File: src/rtl/home_cell_ref_scheduler.sv
// Home-cell pass sequencer: reads the particle count, then streams every home particle
// twice (phase 0/1) per reference particle, with control tags aligned to memory read data.
module home_cell_ref_scheduler #(
  parameter int PARTICLE_ID_WIDTH = 7,
  parameter int RD_LATENCY        = 2
) (
  input  logic                         clk,
  input  logic                         rst,
  input  logic                         start,
  input  logic                         stall,
  input  logic [PARTICLE_ID_WIDTH-1:0] rd_cnt,
  output logic                         rd_en,
  output logic [PARTICLE_ID_WIDTH-1:0] rd_addr,
  output logic                         reading_particle_num,
  output logic                         valid_o,
  output logic [PARTICLE_ID_WIDTH-1:0] particle_id,
  output logic [PARTICLE_ID_WIDTH-1:0] ref_id,
  output logic                         phase,
  output logic                         prev_phase,
  output logic                         busy,
  output logic                         done
);
  localparam int W  = PARTICLE_ID_WIDTH;
  localparam int DW = (RD_LATENCY < 2) ? 1 : $clog2(RD_LATENCY + 1);

  typedef enum logic [2:0] {
    S_IDLE, S_RD_CNT, S_WAIT_CNT, S_STREAM, S_DRAIN, S_DONE
  } state_t;

  typedef struct packed {
    logic         vld;
    logic         cnt;
    logic [W-1:0] k;
    logic [W-1:0] r;
    logic         ph;
  } tag_t;

  state_t       state_q, state_d;
  logic [W-1:0] k_q, k_d, r_q, r_d, cnt_q, cnt_d;
  logic         ph_q, ph_d;
  logic [DW-1:0] drn_q, drn_d;
  logic         prev_phase_q;

  tag_t tag_d;
  tag_t [RD_LATENCY-1:0] pipe_q;
  tag_t shin [RD_LATENCY];
  tag_t last_d;

  assign rd_en                = !stall;
  assign reading_particle_num = pipe_q[RD_LATENCY-1].cnt;
  assign valid_o              = pipe_q[RD_LATENCY-1].vld;
  assign particle_id          = pipe_q[RD_LATENCY-1].k;
  assign ref_id               = pipe_q[RD_LATENCY-1].r;
  assign phase                = pipe_q[RD_LATENCY-1].ph;
  assign prev_phase           = prev_phase_q;
  assign busy = (state_q == S_RD_CNT) || (state_q == S_WAIT_CNT) ||
                (state_q == S_STREAM) || (state_q == S_DRAIN);
  assign done = (state_q == S_DONE);

  always_comb begin
    state_d = state_q;
    k_d     = k_q;
    r_d     = r_q;
    ph_d    = ph_q;
    cnt_d   = cnt_q;
    drn_d   = drn_q;
    tag_d   = '0;
    rd_addr = '0;
    case (state_q)
      S_IDLE: if (start) state_d = S_RD_CNT;
      S_RD_CNT: begin
        tag_d.cnt = 1'b1;
        state_d   = S_WAIT_CNT;
      end
      S_WAIT_CNT: if (reading_particle_num) begin
        cnt_d   = rd_cnt;
        k_d     = {{(W-1){1'b0}}, 1'b1};
        r_d     = {{(W-1){1'b0}}, 1'b1};
        ph_d    = 1'b0;
        state_d = (rd_cnt == '0) ? S_DONE : S_STREAM;
      end
      S_STREAM: begin
        rd_addr   = k_q;
        tag_d.vld = 1'b1;
        tag_d.k   = k_q;
        tag_d.r   = r_q;
        tag_d.ph  = ph_q;
        // k and r never pass count, so a full-scale count cannot wrap
        if (k_q < cnt_q) begin
          k_d = k_q + 1'b1;
        end else if (!ph_q) begin
          ph_d = 1'b1;
          k_d  = {{(W-1){1'b0}}, 1'b1};
        end else if (r_q < cnt_q) begin
          r_d  = r_q + 1'b1;
          ph_d = 1'b0;
          k_d  = {{(W-1){1'b0}}, 1'b1};
        end else begin
          drn_d   = '0;
          state_d = S_DRAIN;
        end
      end
      S_DRAIN: begin
        if (drn_q == DW'(RD_LATENCY - 1)) state_d = S_DONE;
        else                              drn_d   = drn_q + 1'b1;
      end
      S_DONE:  state_d = S_IDLE;
      default: state_d = S_IDLE;
    endcase
  end

  // Final delay stage keeps id/ref/phase when no valid tag arrives
  always_comb begin
    shin[0] = tag_d;
    for (int i = 1; i < RD_LATENCY; i++) shin[i] = pipe_q[i-1];
    last_d     = pipe_q[RD_LATENCY-1];
    last_d.vld = shin[RD_LATENCY-1].vld;
    last_d.cnt = shin[RD_LATENCY-1].cnt;
    if (shin[RD_LATENCY-1].vld) last_d = shin[RD_LATENCY-1];
  end

  always_ff @(posedge clk) begin
    if (rst) begin
      state_q      <= S_IDLE;
      k_q          <= '0;
      r_q          <= '0;
      ph_q         <= 1'b0;
      cnt_q        <= '0;
      drn_q        <= '0;
      pipe_q       <= '0;
      prev_phase_q <= 1'b0;
    end else if (!stall) begin
      state_q      <= state_d;
      k_q          <= k_d;
      r_q          <= r_d;
      ph_q         <= ph_d;
      cnt_q        <= cnt_d;
      drn_q        <= drn_d;
      for (int i = 0; i < RD_LATENCY - 1; i++) pipe_q[i] <= shin[i];
      pipe_q[RD_LATENCY-1] <= last_d;
      prev_phase_q <= pipe_q[RD_LATENCY-1].ph;
    end
  end
endmodule
File: config.mk
export PLATFORM = sky130hd
export DESIGN_NAME = home_cell_ref_scheduler
export DESIGN_NICKNAME = d
export VERILOG_FILES = /design/src/rtl/home_cell_ref_scheduler.sv
export SDC_FILE = /design/constraint.sdc
export NUM_CORES = 1
export LEC_CHECK = 0
export ABC_AREA = 1
export BUFFER_PORTS_ARGS = -buffer_cell sky130_fd_sc_hd__buf_4
export CAP_MARGIN = 20
export CORE_UTILIZATION = 62
export CTS_CLUSTER_SIZE = 8
export DETAILED_ROUTE_END_ITERATION = 6
export PLACE_DENSITY = 0.84
export SETUP_SLACK_MARGIN = 0.1
export SLEW_MARGIN = 20
export SYNTH_ARGS = -nofsm -noshare
export SYNTH_HDL_FRONTEND = slang
export SYNTH_SLANG_ARGS = --single-unit
export TNS_END_PERCENT = 10
File: constraint.sdc
create_clock -name clk -period 3.9 [get_ports clk]
set_input_delay 0.39 -clock clk [delete_from_list [all_inputs] [get_ports clk]]
set_output_delay 0.39 -clock clk [all_outputs]
set_load 0.1 [all_outputs]
Yosys cells after proc, flatten, opt, wreduce, memory -nomap -nowiden
Cells that the tools add are included.
Operators by class
  order comparisons: 2
  mux-type cells: 32
  equal/unequal tests: 15
  reduce and logical (&&, ||, !) cells: 15
  add/subtract/negate cells: 3
  bitwise gates (word level): 1
Operators by type and width (number)
  2-to-1 mux 7 bit: 8
  case mux 7 bit (2 select lines): 2
  2-to-1 mux 3 bit: 7
  2-to-1 mux 17 bit: 1
  2-to-1 mux 15 bit: 1
  case mux 3 bit (5 select lines): 1
  adder 7 x 1 -> 7 bit, second input constant: 2
  less-than comparator 7 bit: 2
  != test 2 bit, second input constant: 6
  AND reduction 6 bit: 2
  2-to-1 mux 2 bit: 4
  AND reduction 4 bit: 2
  logical NOT 7 bit: 1
  AND reduction 7 bit: 1
  equality test 3 x 2 -> 1 bit, second input constant: 2
  equality test 3 bit, second input constant: 2
  2-to-1 mux 1 bit: 6
  != test 2 x 1 -> 1 bit, second input constant: 2
  != test 4 x 2 -> 1 bit, second input constant: 1
  case mux 2 bit (2 select lines): 1
  nonzero test 2 bit: 2
  equality test 3 x 1 -> 1 bit, second input constant: 1
  logical NOT 3 bit: 1
  logical OR 1 bit: 3
  7 further kinds: 7
Word-level totals
  register bits: 62
  output and inout port bits: 28
  word-level logic and storage cells: 85
  input bits: 11

Longest topological paths before layout
  depth in word-level cells: 5
  mapped depth: 14

Worst setup path after synthesis
Ideal clock, no wire load.
  kind: register -> output
  start point: reg state_q[0]
  end point: out done
  buffers on the path: 0
  slack: 1748 ps
  arrival: 1762 ps
  cell stages (with the launch flop): 3
  path through: dfxtp_1 -> nand2_1 -> nor2_1
Between the ends
  word-level cells in the longest chain between the ends: 1
RTL lines
  from (decl): line 38  | state_t state_q, state_d;
  from (signal assigned): line 133  | state_q <= state_d;
  equality test 3 bit: line 58  | assign done = (state_q == S_DONE);
  to (decl): line 21  | output logic done
Every way passes these cells.

Final worst setup path
  start point: reg state_q[2]
  end point: out rd_addr[6]
Between the ends
  word-level cells in the longest chain between the ends: 2
RTL lines
  equality test 3 x 2 -> 1 bit: line 69  | case (state_q)
  2-to-1 mux 7 bit: line 69
  to (decl): line 13  | output logic [PARTICLE_ID_WIDTH-1:0] rd_addr,
Every way passes these cells.

==> flow_metrics.tcl <==
set metrics [dict create \
    grt_overflow_total 0 \
    max-cap-violations 0 \
    crit_start "state_q[2]" \
    clock_path_buffers 2 \
    n_antenna_cell 0 \
    critPathRequiredTime_ps 3510 \
    maxSlewHeadroom_pct 30.2 \
    htree_levels 3 \
    synth_cells 459 \
    reg2reg_depth 11 \
    post_cts_resize_count 0 \
    cellPowerDensity_mw_per_mm2 510 \
    first_pass_iters 5 \
    syn_nets 485 \
    seqPwrFrac_pct 39.3 \
    drc 0 \
    setup_slack_ps 1710 \
    vias 2915 \
    grt_pass1_wl_um 11800 \
    max_freq_mhz 456 \
    dp.final_hpwl_um 5070 \
    initial_utilization_pct 66.3 \
    r2r_slack_ps 2010 \
    grt_max_degree 43 \
    synth.cell_area_mm2 0.00322 \
    crit_type "register to output port" \
    intPower_mw 1.17 \
    cp-end-kind "output port" \
    mostFrequentLayoutCells "nand2_1, nor2_1, dfxtp_1, a21oi_1" \
    wirelength_um 7290 \
    whs_ps 346 \
    die_w_um 74.0 \
    nets 500 \
    tightestPinTransition_ps 1040 \
    drtAntennaViolNets 0 \
    hold_class "primary input to register" \
    clock-skew-final_ps 6.63 \
    vdd_drop_max_mv 0.361 \
    fill_cells 379 \
    run_status "complete, no violations" \
    setup_violations 0 \
    cts-root-buf "clkbuf_8" \
    cts.hold.buffers_added 0 \
    cp_max_fo 14 \
    cts_tree "done" \
    postCtsSetupBuffers 0 \
    clkPwrFrac_pct 33.7 \
    die_area_mm2 0.00548 \
    grt_usage_pct 28.8 \
    finalPower_mw 1.83 \
    met1_usage_pct 35.3 \
    gp_congestion 0.859 \
    clkLatencyLatePin_ps 350 \
    cts_buffers 9 \
    yosysSeqAreaShare_pct 38.6 \
    switching_power_uw 659 \
    final_cells 546 \
    leakage_nw 1.53 \
    met2_usage_pct 46.8 \
    yosysUniqueCellTypes 30 \
    final_common_cell "nand2_1" \
    fin_crit_sh_pct 56.2 \
    io_pins 39 \
    rsz0062_at_grt "no" \
    endpoint "rd_addr[6]" \
    die_h_um 74.0 \
    portBuffers 38 \
    hold_viol 0 \
    place_ws_ps 1940 \
    grt_pass1_vias 2680 \
    use_met3_pct 7.72 \
    maxSlewViolCount 0 \
    synth-seq-cells 62 \
    crit_arrival_ps 1800 \
    multi_input_comb_area_mm2 0.00158 \
    drt_iter0_drc 256 \
    fp.coreArea_mm2 0.00485 \
    rr_startpoint "cnt_q[4]" \
    switching_share_pct 36.1 \
    reg2reg_to "drn_q[0]" \
    wl_per_cell_um 13.4 \
    cp-start-kind "register" \
    synth_area_per_cell_um2 7.01 \
    yosysWarnings 0 \
    regArea_mm2 0.00124 \
    drive_above_1_share_pct 16.3 \
    viasPerCell 5.34 \
    tns_ps 0 \
    clk_pin_slew_worst_paths_ps 70 \
    p_comb_share_pct 27.0 \
    antenna_found_initial 0 \
    min_period_ps 2190 \
    num_rows 25 \
    areaGrowthSynthToFinish_pct 11.4 \
    place_inst 530 \
    grt.busiest_layer "met2" \
    clock-sinks 62 \
]
[worst min path at each step]
stage	to	slack (ps)	startpoint	depth (start not counted)
2_1_floorplan	pipe_q[14]	430	pipe_q[14]	2
3_3_place_gp	pipe_q[14]	450	pipe_q[14]	2
3_5_place_dp	pipe_q[6]	460	pipe_q[6]	2
4_1_cts	cnt_q[5]	340	rd_cnt[5]	3
5_1_grt	cnt_q[5]	350	rd_cnt[5]	3
6_report	cnt_q[5]	350	rd_cnt[5]	3
[cell type report]
cell class / instances / area share (%)
multi-input cells: 316 / 44.2
flip-flops and latches: 62 / 34.6
repair buffers: 38 / 7.96
inverters: 47 / 4.92
clock buffers: 10 / 3.56
clock inverters: 6 / 2.41
well taps: 67 / 2.34
[cell families (layout without fill, tap and decap cells)]
| logic type | Yosys count | in the layout | synth area share, % |
|---|---|---|---|
| AOI/OAI and AO/OA | 75 | 75 | 11.8 |
| and+or+nand+nor | 223 | 223 | 30.8 |
| xor gates and xnor gates | 3 | 3 | 0.817 |
| DFF | 62 | 62 | 38.6 |
| buffers and inverters | 81 | 101 | 12.2 |
| adders and majority gates | 15 | 15 | 5.83 |
[metrics by stage]
stage | cell area, um^2 | util, %
floorplan | 3220 | -
global placement | 3370 | 69.5
detailed placement | 3370 | 69.5
CTS | 3580 | 73.9
global route | 3580 | 73.9
finish | 3580 | 73.9
[registers in the layout, indices dropped and copies added (netlist names)]
signal,flops
prev_phase,1
particle_id,7
reading_particle_num,1
k_q,7
ref_id,7
ph_q,1
pipe_q,17
phase,1
r_q,7
state_q,3
valid_o,1
drn_q,2
cnt_q,7
[power groups by stage]
| stage | Combinational [mW] | Clock [mW] | Sequential [mW] |
|---|---|---|---|
| 6_report | 0.493 | 0.617 | 0.718 |
| 5_1_grt | 0.544 | 0.650 | 0.723 |
| 4_1_cts | 0.489 | 0.621 | 0.717 |
| 3_5_place_dp | 0.482 | 0 | 0.731 |
| 3_3_place_gp | 0.472 | 0 | 0.729 |
| 2_1_floorplan | 0.392 | 0 | 0.729 |
[critical path: stages, from the launching register on]
cell	delay [ps]
dfxtp_1	350
inv_2	110
nand2_4	100
inv_2	80
nand2_2	170
nor2_1	300
buf_4	350
[Yosys cell counts]
master / number / area (um^2)
a21oi_2: 1 / 8.76
clkbuf_1: 9 / 33.8
a21oi_1: 40 / 200
inv_1: 39 / 146
nor2_2: 3 / 18.8
nor2_4: 1 / 11.3
o21ai_1: 2 / 10.0
buf_2: 1 / 5.00
buf_1: 2 / 7.51
xor2_1: 2 / 17.5
nor2_1: 85 / 319
nand2_2: 4 / 25.0
nand3_1: 18 / 90.1
o21ai_0: 32 / 160
nor2_8: 1 / 20.0
xnor2_1: 1 / 8.76
nor3b_1: 2 / 15.0
nand4_1: 5 / 31.3
dfxtp_1: 62 / 1240
buf_4: 21 / 158
or2_2: 2 / 12.5
and3_1: 2 / 12.5
ha_1: 15 / 188
nand3_4: 3 / 52.6
inv_2: 8 / 30.0
buf_6: 1 / 11.3
nor3_1: 4 / 20.0
nor3_2: 1 / 10.0
nand2_4: 1 / 11.3
nand2_1: 91 / 342
[routing by layer]
| metal | wire (um) | share of wire, % |
|---|---|---|
| met1 | 3220 | 44 |
| met2 | 3370 | 46 |
| met3 | 500 | 6.9 |
| met4 | 202 | 2.8 |
| met5 | 0 | 0 |
(Power assumes the default switching activity.)
